## src/rtl/mem_arbiter_if.sv

```systemverilog
// Request/grant/return bundle joining the fetch port, the load/store port and
// the shared memory to mem_arbiter. The arbiter uses the slave view.
interface mem_arbiter_if #(
    parameter int ADDR_W = 32,
    parameter int DATA_W = 32
);
    localparam int MASK_W = DATA_W / 8;

    logic              if_req;
    logic [ADDR_W-1:0] if_addr;
    logic              if_gnt;
    logic              if_rvalid;
    logic [DATA_W-1:0] if_rdata;

    logic              d_req;
    logic              d_we;
    logic [ADDR_W-1:0] d_addr;
    logic [DATA_W-1:0] d_wdata;
    logic [MASK_W-1:0] d_wmask;
    logic              d_gnt;
    logic              d_rvalid;
    logic [DATA_W-1:0] d_rdata;

    logic              mem_en;
    logic              mem_we;
    logic [ADDR_W-1:0] mem_addr;
    logic [DATA_W-1:0] mem_wdata;
    logic [MASK_W-1:0] mem_wmask;
    logic [DATA_W-1:0] mem_rdata;

    modport slave (
        input  if_req, if_addr, d_req, d_we, d_addr, d_wdata, d_wmask, mem_rdata,
        output if_gnt, if_rvalid, if_rdata, d_gnt, d_rvalid, d_rdata,
               mem_en, mem_we, mem_addr, mem_wdata, mem_wmask
    );

    modport master (
        output if_req, if_addr, d_req, d_we, d_addr, d_wdata, d_wmask, mem_rdata,
        input  if_gnt, if_rvalid, if_rdata, d_gnt, d_rvalid, d_rdata,
               mem_en, mem_we, mem_addr, mem_wdata, mem_wmask
    );
endinterface

```

## src/rtl/mem_arbiter.sv

```systemverilog
// Shares one fixed-latency single-port memory between instruction fetch and
// load/store: data-first priority, fetch anti-starvation, in-order return routing.
module mem_arbiter #(
    parameter int ADDR_W     = 32,
    parameter int DATA_W     = 32,
    parameter int LAT        = 1,
    parameter int STARVE_MAX = 3
) (
    input  logic         clk,
    input  logic         rst_n,
    mem_arbiter_if.slave bus
);
    localparam int          MASK_W     = DATA_W / 8;
    localparam logic [3:0]  STARVE_LIM = 4'(STARVE_MAX);

    logic [3:0]     starve_cnt;
    logic [LAT-1:0] trk_valid;
    logic [LAT-1:0] trk_owner;   // 1 = load/store port, 0 = fetch port

    logic fetch_first;
    logic grant_if;
    logic grant_d;
    logic push_read;

    logic              mem_en_c;
    logic              mem_we_c;
    logic [ADDR_W-1:0] mem_addr_c;
    logic [DATA_W-1:0] mem_wdata_c;
    logic [MASK_W-1:0] mem_wmask_c;

    // NOTE: grants are qualified by rst_n so nothing is accepted or driven to
    // memory while reset is held, even though the requests may be high.
    always_comb begin
        fetch_first = (starve_cnt == STARVE_LIM);
        grant_d     = rst_n && bus.d_req && !(bus.if_req && fetch_first);
        grant_if    = rst_n && bus.if_req && (!bus.d_req || fetch_first);
        push_read   = grant_if || (grant_d && !bus.d_we);
    end

    always_comb begin
        mem_en_c    = 1'b0;
        mem_we_c    = 1'b0;
        mem_addr_c  = '0;
        mem_wdata_c = '0;
        mem_wmask_c = '0;
        if (grant_d) begin
            mem_en_c    = 1'b1;
            mem_we_c    = bus.d_we;
            mem_addr_c  = bus.d_addr;
            mem_wdata_c = bus.d_wdata;
            mem_wmask_c = bus.d_we ? bus.d_wmask : '0;
        end else if (grant_if) begin
            mem_en_c    = 1'b1;
            mem_addr_c  = bus.if_addr;
        end
    end

    // NOTE: all state uses non-blocking assignments so the shift stages read
    // their neighbours' pre-edge values regardless of statement order.
    always_ff @(posedge clk or negedge rst_n) begin
        if (!rst_n) begin
            starve_cnt <= '0;
            trk_valid  <= '0;
            trk_owner  <= '0;
        end else begin
            if (bus.if_req && !grant_if) begin
                if (starve_cnt != STARVE_LIM)
                    starve_cnt <= starve_cnt + 4'd1;
            end else begin
                starve_cnt <= '0;
            end

            trk_valid[0] <= push_read;
            trk_owner[0] <= grant_d;
            for (int i = 1; i < LAT; i++) begin
                trk_valid[i] <= trk_valid[i-1];
                trk_owner[i] <= trk_owner[i-1];
            end
        end
    end

    assign bus.if_gnt    = grant_if;
    assign bus.d_gnt     = grant_d;
    assign bus.mem_en    = mem_en_c;
    assign bus.mem_we    = mem_we_c;
    assign bus.mem_addr  = mem_addr_c;
    assign bus.mem_wdata = mem_wdata_c;
    assign bus.mem_wmask = mem_wmask_c;

    // Read data is broadcast to both ports; only rvalid marks the owner.
    assign bus.if_rvalid = trk_valid[LAT-1] && !trk_owner[LAT-1];
    assign bus.d_rvalid  = trk_valid[LAT-1] &&  trk_owner[LAT-1];
    assign bus.if_rdata  = bus.mem_rdata;
    assign bus.d_rdata   = bus.mem_rdata;
endmodule

```

## src/flat_wrapper.sv

```systemverilog
// flat-port wrapper written by rule: the top's interface ports become plain ports
module mem_arbiter_flat 
#(
    parameter int ADDR_W     = 32,
    parameter int DATA_W     = 32,
    parameter int LAT        = 1,
    parameter int STARVE_MAX = 3
)
  (clk, rst_n, bus_if_req, bus_if_addr, bus_d_req, bus_d_we, bus_d_addr, bus_d_wdata, bus_d_wmask, bus_mem_rdata, bus_if_gnt, bus_if_rvalid, bus_if_rdata, bus_d_gnt, bus_d_rvalid, bus_d_rdata, bus_mem_en, bus_mem_we, bus_mem_addr, bus_mem_wdata, bus_mem_wmask);
  mem_arbiter_if #(.ADDR_W(ADDR_W), .DATA_W(DATA_W)) bus_i ();
  input  logic clk;
  input  logic rst_n;
  input wire logic [$bits(bus_i.if_req)-1:0] bus_if_req;
  input wire logic [$bits(bus_i.if_addr)-1:0] bus_if_addr;
  input wire logic [$bits(bus_i.d_req)-1:0] bus_d_req;
  input wire logic [$bits(bus_i.d_we)-1:0] bus_d_we;
  input wire logic [$bits(bus_i.d_addr)-1:0] bus_d_addr;
  input wire logic [$bits(bus_i.d_wdata)-1:0] bus_d_wdata;
  input wire logic [$bits(bus_i.d_wmask)-1:0] bus_d_wmask;
  input wire logic [$bits(bus_i.mem_rdata)-1:0] bus_mem_rdata;
  output wire logic [$bits(bus_i.if_gnt)-1:0] bus_if_gnt;
  output wire logic [$bits(bus_i.if_rvalid)-1:0] bus_if_rvalid;
  output wire logic [$bits(bus_i.if_rdata)-1:0] bus_if_rdata;
  output wire logic [$bits(bus_i.d_gnt)-1:0] bus_d_gnt;
  output wire logic [$bits(bus_i.d_rvalid)-1:0] bus_d_rvalid;
  output wire logic [$bits(bus_i.d_rdata)-1:0] bus_d_rdata;
  output wire logic [$bits(bus_i.mem_en)-1:0] bus_mem_en;
  output wire logic [$bits(bus_i.mem_we)-1:0] bus_mem_we;
  output wire logic [$bits(bus_i.mem_addr)-1:0] bus_mem_addr;
  output wire logic [$bits(bus_i.mem_wdata)-1:0] bus_mem_wdata;
  output wire logic [$bits(bus_i.mem_wmask)-1:0] bus_mem_wmask;
  assign bus_i.if_req = bus_if_req;
  assign bus_i.if_addr = bus_if_addr;
  assign bus_i.d_req = bus_d_req;
  assign bus_i.d_we = bus_d_we;
  assign bus_i.d_addr = bus_d_addr;
  assign bus_i.d_wdata = bus_d_wdata;
  assign bus_i.d_wmask = bus_d_wmask;
  assign bus_i.mem_rdata = bus_mem_rdata;
  assign bus_if_gnt = bus_i.if_gnt;
  assign bus_if_rvalid = bus_i.if_rvalid;
  assign bus_if_rdata = bus_i.if_rdata;
  assign bus_d_gnt = bus_i.d_gnt;
  assign bus_d_rvalid = bus_i.d_rvalid;
  assign bus_d_rdata = bus_i.d_rdata;
  assign bus_mem_en = bus_i.mem_en;
  assign bus_mem_we = bus_i.mem_we;
  assign bus_mem_addr = bus_i.mem_addr;
  assign bus_mem_wdata = bus_i.mem_wdata;
  assign bus_mem_wmask = bus_i.mem_wmask;
  mem_arbiter #(.ADDR_W(ADDR_W), .DATA_W(DATA_W), .LAT(LAT), .STARVE_MAX(STARVE_MAX)) u_core (.clk(clk), .rst_n(rst_n), .bus(bus_i));
endmodule
```

## config.mk

```make
export PLATFORM = sky130hd
export DESIGN_NAME = mem_arbiter_flat
export DESIGN_NICKNAME = d
export VERILOG_FILES = /design/src/rtl/mem_arbiter_if.sv /design/src/rtl/mem_arbiter.sv /design/src/flat_wrapper.sv
export SDC_FILE = /design/constraint.sdc
export NUM_CORES = 1
export LEC_CHECK = 0
export CORE_AREA = 2 2 107 109
export DETAILED_ROUTE_END_ITERATION = 12
export DIE_AREA = 0 0 109 111
export PLACE_DENSITY_LB_ADDON = 0.15
export SYNTH_ARGS = -nofsm -noshare
export SYNTH_HDL_FRONTEND = slang
export SYNTH_SLANG_ARGS = --single-unit
```

## constraint.sdc

```tcl
create_clock -name clk -period 2.65 [get_ports clk]
set_input_delay 0.53 -clock clk [delete_from_list [all_inputs] [get_ports clk]]
set_output_delay 0.53 -clock clk [all_outputs]
set_load 0.05 [all_outputs]
```

==> flow_summary.json <==
{
  "fmax_mhz": 388,
  "ys_types": 30,
  "power.switching_uw": 397,
  "hold_buffers": 0,
  "hp-class": "register to register",
  "port_buffers": 178,
  "fin_crit_sh": 0.973,
  "insertion_delay_ns": 0.22,
  "drt_iter0_drc": 65,
  "instances_no_fill": 439,
  "post-place-ws_ns": 0.158,
  "worstSetupStartpointType": "register",
  "grt_pass1_vias": 1676,
  "track_usage": 0.0923,
  "vias": 1638,
  "dp_cells": 429,
  "synthCells": 178,
  "area_delta_synth_final_pct": 169,
  "reg2reg_depth": 6,
  "final_antenna_net_count": 0,
  "wl_per_cell_um": 14.2,
  "swShare": 0.359,
  "core_area_um2": 11100,
  "worstReg2RegStart": "u_core.starve_cnt[0]",
  "rsz0062_at_grt": "true",
  "synth-main-ff-cell": "dfrtp_1",
  "die_w_um": 109,
  "grt_pass1_wl_um": 8860,
  "hpwl_um": 4980,
  "syn_area_per_cell_um2": 7.94,
  "cts_sinks": 6,
  "critPathMaxStageDelay_ns": 0.42,
  "crit_path_top_delay_cell": "or3b_4",
  "p_per_area_nw_per_um2": 291,
  "wl_met3_um": 625,
  "numCtsBuffers": 3,
  "fin_area_um2": 3790,
  "tightest_slew_ns": 0.497,
  "crit_family": "buffers and inverters",
  "place_area_um2": 3630,
  "outcome": "complete, no violations",
  "cts_buffer_depth": 2,
  "met2WireLength_um": 3380,
  "worstPathArrival_ns": 2.05,
  "synthArstFlopShare": 1.00,
  "crit_start": "u_core.starve_cnt[0]",
  "grt_max_degree": 41,
  "worstReg2RegEnd": "u_core.trk_valid",
  "critPathBufInv": 3,
  "grt_overflow": 0,
  "root_buffer": "clkbuf_16",
  "drt_pass1_iterations": 4,
  "power_frac_seq": 0.093,
  "cp-end-kind": "output pin",
  "pwr-share-clk": 0.218,
  "ys_seq_elements": 6,
  "clk_pin_slew_ns": 0.03,
  "hold_ws_ns": 0.590,
  "setup_violations": 0,
  "worst_hold_path.num_cells": 2,
  "hp-start": "u_core.starve_cnt[1]",
  "fp.dieH_um": 111,
  "slew_violations": 0,
  "ctsHtreeMaxLevel": 1,
  "synth_top_area_share": 0.340,
  "min_to": "u_core.starve_cnt[1]",
  "vdd_drop_max_mv": 0.260,
  "num_rows": 39,
  "synth-edff-count": 0,
  "antenna_found_initial": 0,
  "routed.top_layer": "met4",
  "leakage_nw": 1.55,
  "power_frac_comb": 0.689,
  "viasPerCell": 3.73,
  "die_area_um2": 12100,
  "start_util": 0.128,
  "yosysTopAreaCell": "buf_4",
  "nNetsFinal": 436,
  "pin_count": 275,
  "synth_warnings": 0,
  "worst-path-max-fanout": 5,
  "post-route-min-period_ns": 2.58,
  "fin_skew_ns": 0.000830,
  "slew_headroom": 0.667,
  "synth_area_leaders": "buf_4 (34%), and2_1 (15%), a22o_1 (14%), dfrtp_1 (11%), a22o_2 (7.1%)",
  "seq_area_frac_synth": 0.106,
  "syn_nets": 316,
  "drive_above_1_share": 0.358,
  "cts_tree": "done",
  "netlist_area_um2": 1410,
  "synth_most_common_cell": "buf_4",
  "worstPathCellList": "ha_2, or3b_4, a21oi_4, buf_4, clkbuf_16, a22o_1, buf_12",
  "reg2reg_setup_slack_ns": 1.00,
  "diodes": 0,
  "hold_violations": 0,
  "wirelength_um": 6240,
  "cp.required_ns": 2.12,
  "intPower_uw": 707,
  "fin_ws_ns": 0.0710,
  "drc_errors": 0,
  "drv_cap": 0,
  "path_class": "register to output pin",
  "met1Wirelength_um": 2100,
  "timing.setup.tns_ns": 0,
  "synth_common_cells": "buf_4 (64), and2_1 (34), a22o_1 (22)",
  "gp_congestion": 0.749
}
placed cells by master (no fill, tap or decap), types with 3 or more instances in the layout:
master | synthesis | routed
a22o_1 | 22 | 22
clkdlybuf4s50_1 | 0 | 106
a22o_2 | 10 | 10
clkbuf_16 | 0 | 4
dfrtp_1 | 6 | 6
nand2_1 | 3 | 3
buf_12 | 0 | 75
and3_1 | 4 | 4
buf_4 | 64 | 7
and2_1 | 34 | 34
routing by layer:
layer | GRT usage | up-vias
li1 | - | 780
met1 | 0.0915 | 727
met2 | 0.178 | 106
met3 | 0.0270 | 25
met4 | 0.0308 | 0
met5 | 0 | -
per-stage QoR:
stage	power (mW)	util
final	1.10	0.342
after global routing	1.15	0.342
after CTS	1.10	0.335
after detailed placement	0.854	0.328
after global placement	0.853	0.328
after floorplan	0.667	-
sequential cells by signal (all words and copies together) (netlist names):
name	cells
u_core.trk_owner	1
u_core.trk_valid	1
u_core.starve_cnt	4
worst min-delay path: stages (launching register included):
cell,delay (ns)
dfrtp_1,0.37
nand4_1,0.11
nand2_1,0.07
power groups by stage:
stage	Clock [mW]	Sequential, mW	Combinational (mW)
after floorplan	0	0.102	0.564
after global placement	0	0.103	0.750
after detailed placement	0	0.104	0.750
after CTS	0.246	0.103	0.753
after global routing	0.252	0.103	0.793
final	0.241	0.103	0.760
layout make-up:
type                       instances  area [um2]
tap                              143         179
sequential                         6         150
clock buffer                       3        75.1
multi-input combinational         94         719
fill                            1077        7280
inverter                           2        7.51
timing repair buffer             191        2660
logic make-up (layout without fill, tap and decap cells):
family                   after synthesis  after routing  synth area share
buffers and inverters                 78            196             0.399
AO/OA/AOI/OAI                         40             40             0.251
flip-flops                             6              6             0.106
XOR/XNOR                               1              1           0.00620
AND/OR/NAND/NOR                       52             52             0.229
adder cells (fa/ha/maj)                1              1           0.00886
how the worst max path moves through the flow:
| stage | endpoint | slack (ns) | cells past startpoint |
|---|---|---|---|
| finish | bus_mem_addr[16] | 0.07 | 7 |
| global route | bus_mem_addr[21] | -0.02 | 7 |
| CTS | bus_mem_en | 0.02 | 6 |
| detailed placement | bus_mem_wmask[0] | 0.16 | 6 |
| global placement | bus_mem_wmask[3] | 0.15 | 6 |
| floorplan | bus_mem_wdata[23] | 0.11 | 5 |
repair_timing:
| item | CTS | global route |
|---|---|---|
| gates resized for setup | 1 | 2 |
| pin swaps | 0 | 1 |
| cloned | 0 | 3 |
| endpoints found under the setup margin | 3 | 28 |
| setup buffers | 0 | 4 |
No activity file was read; power rests on OpenSTA's default activity.
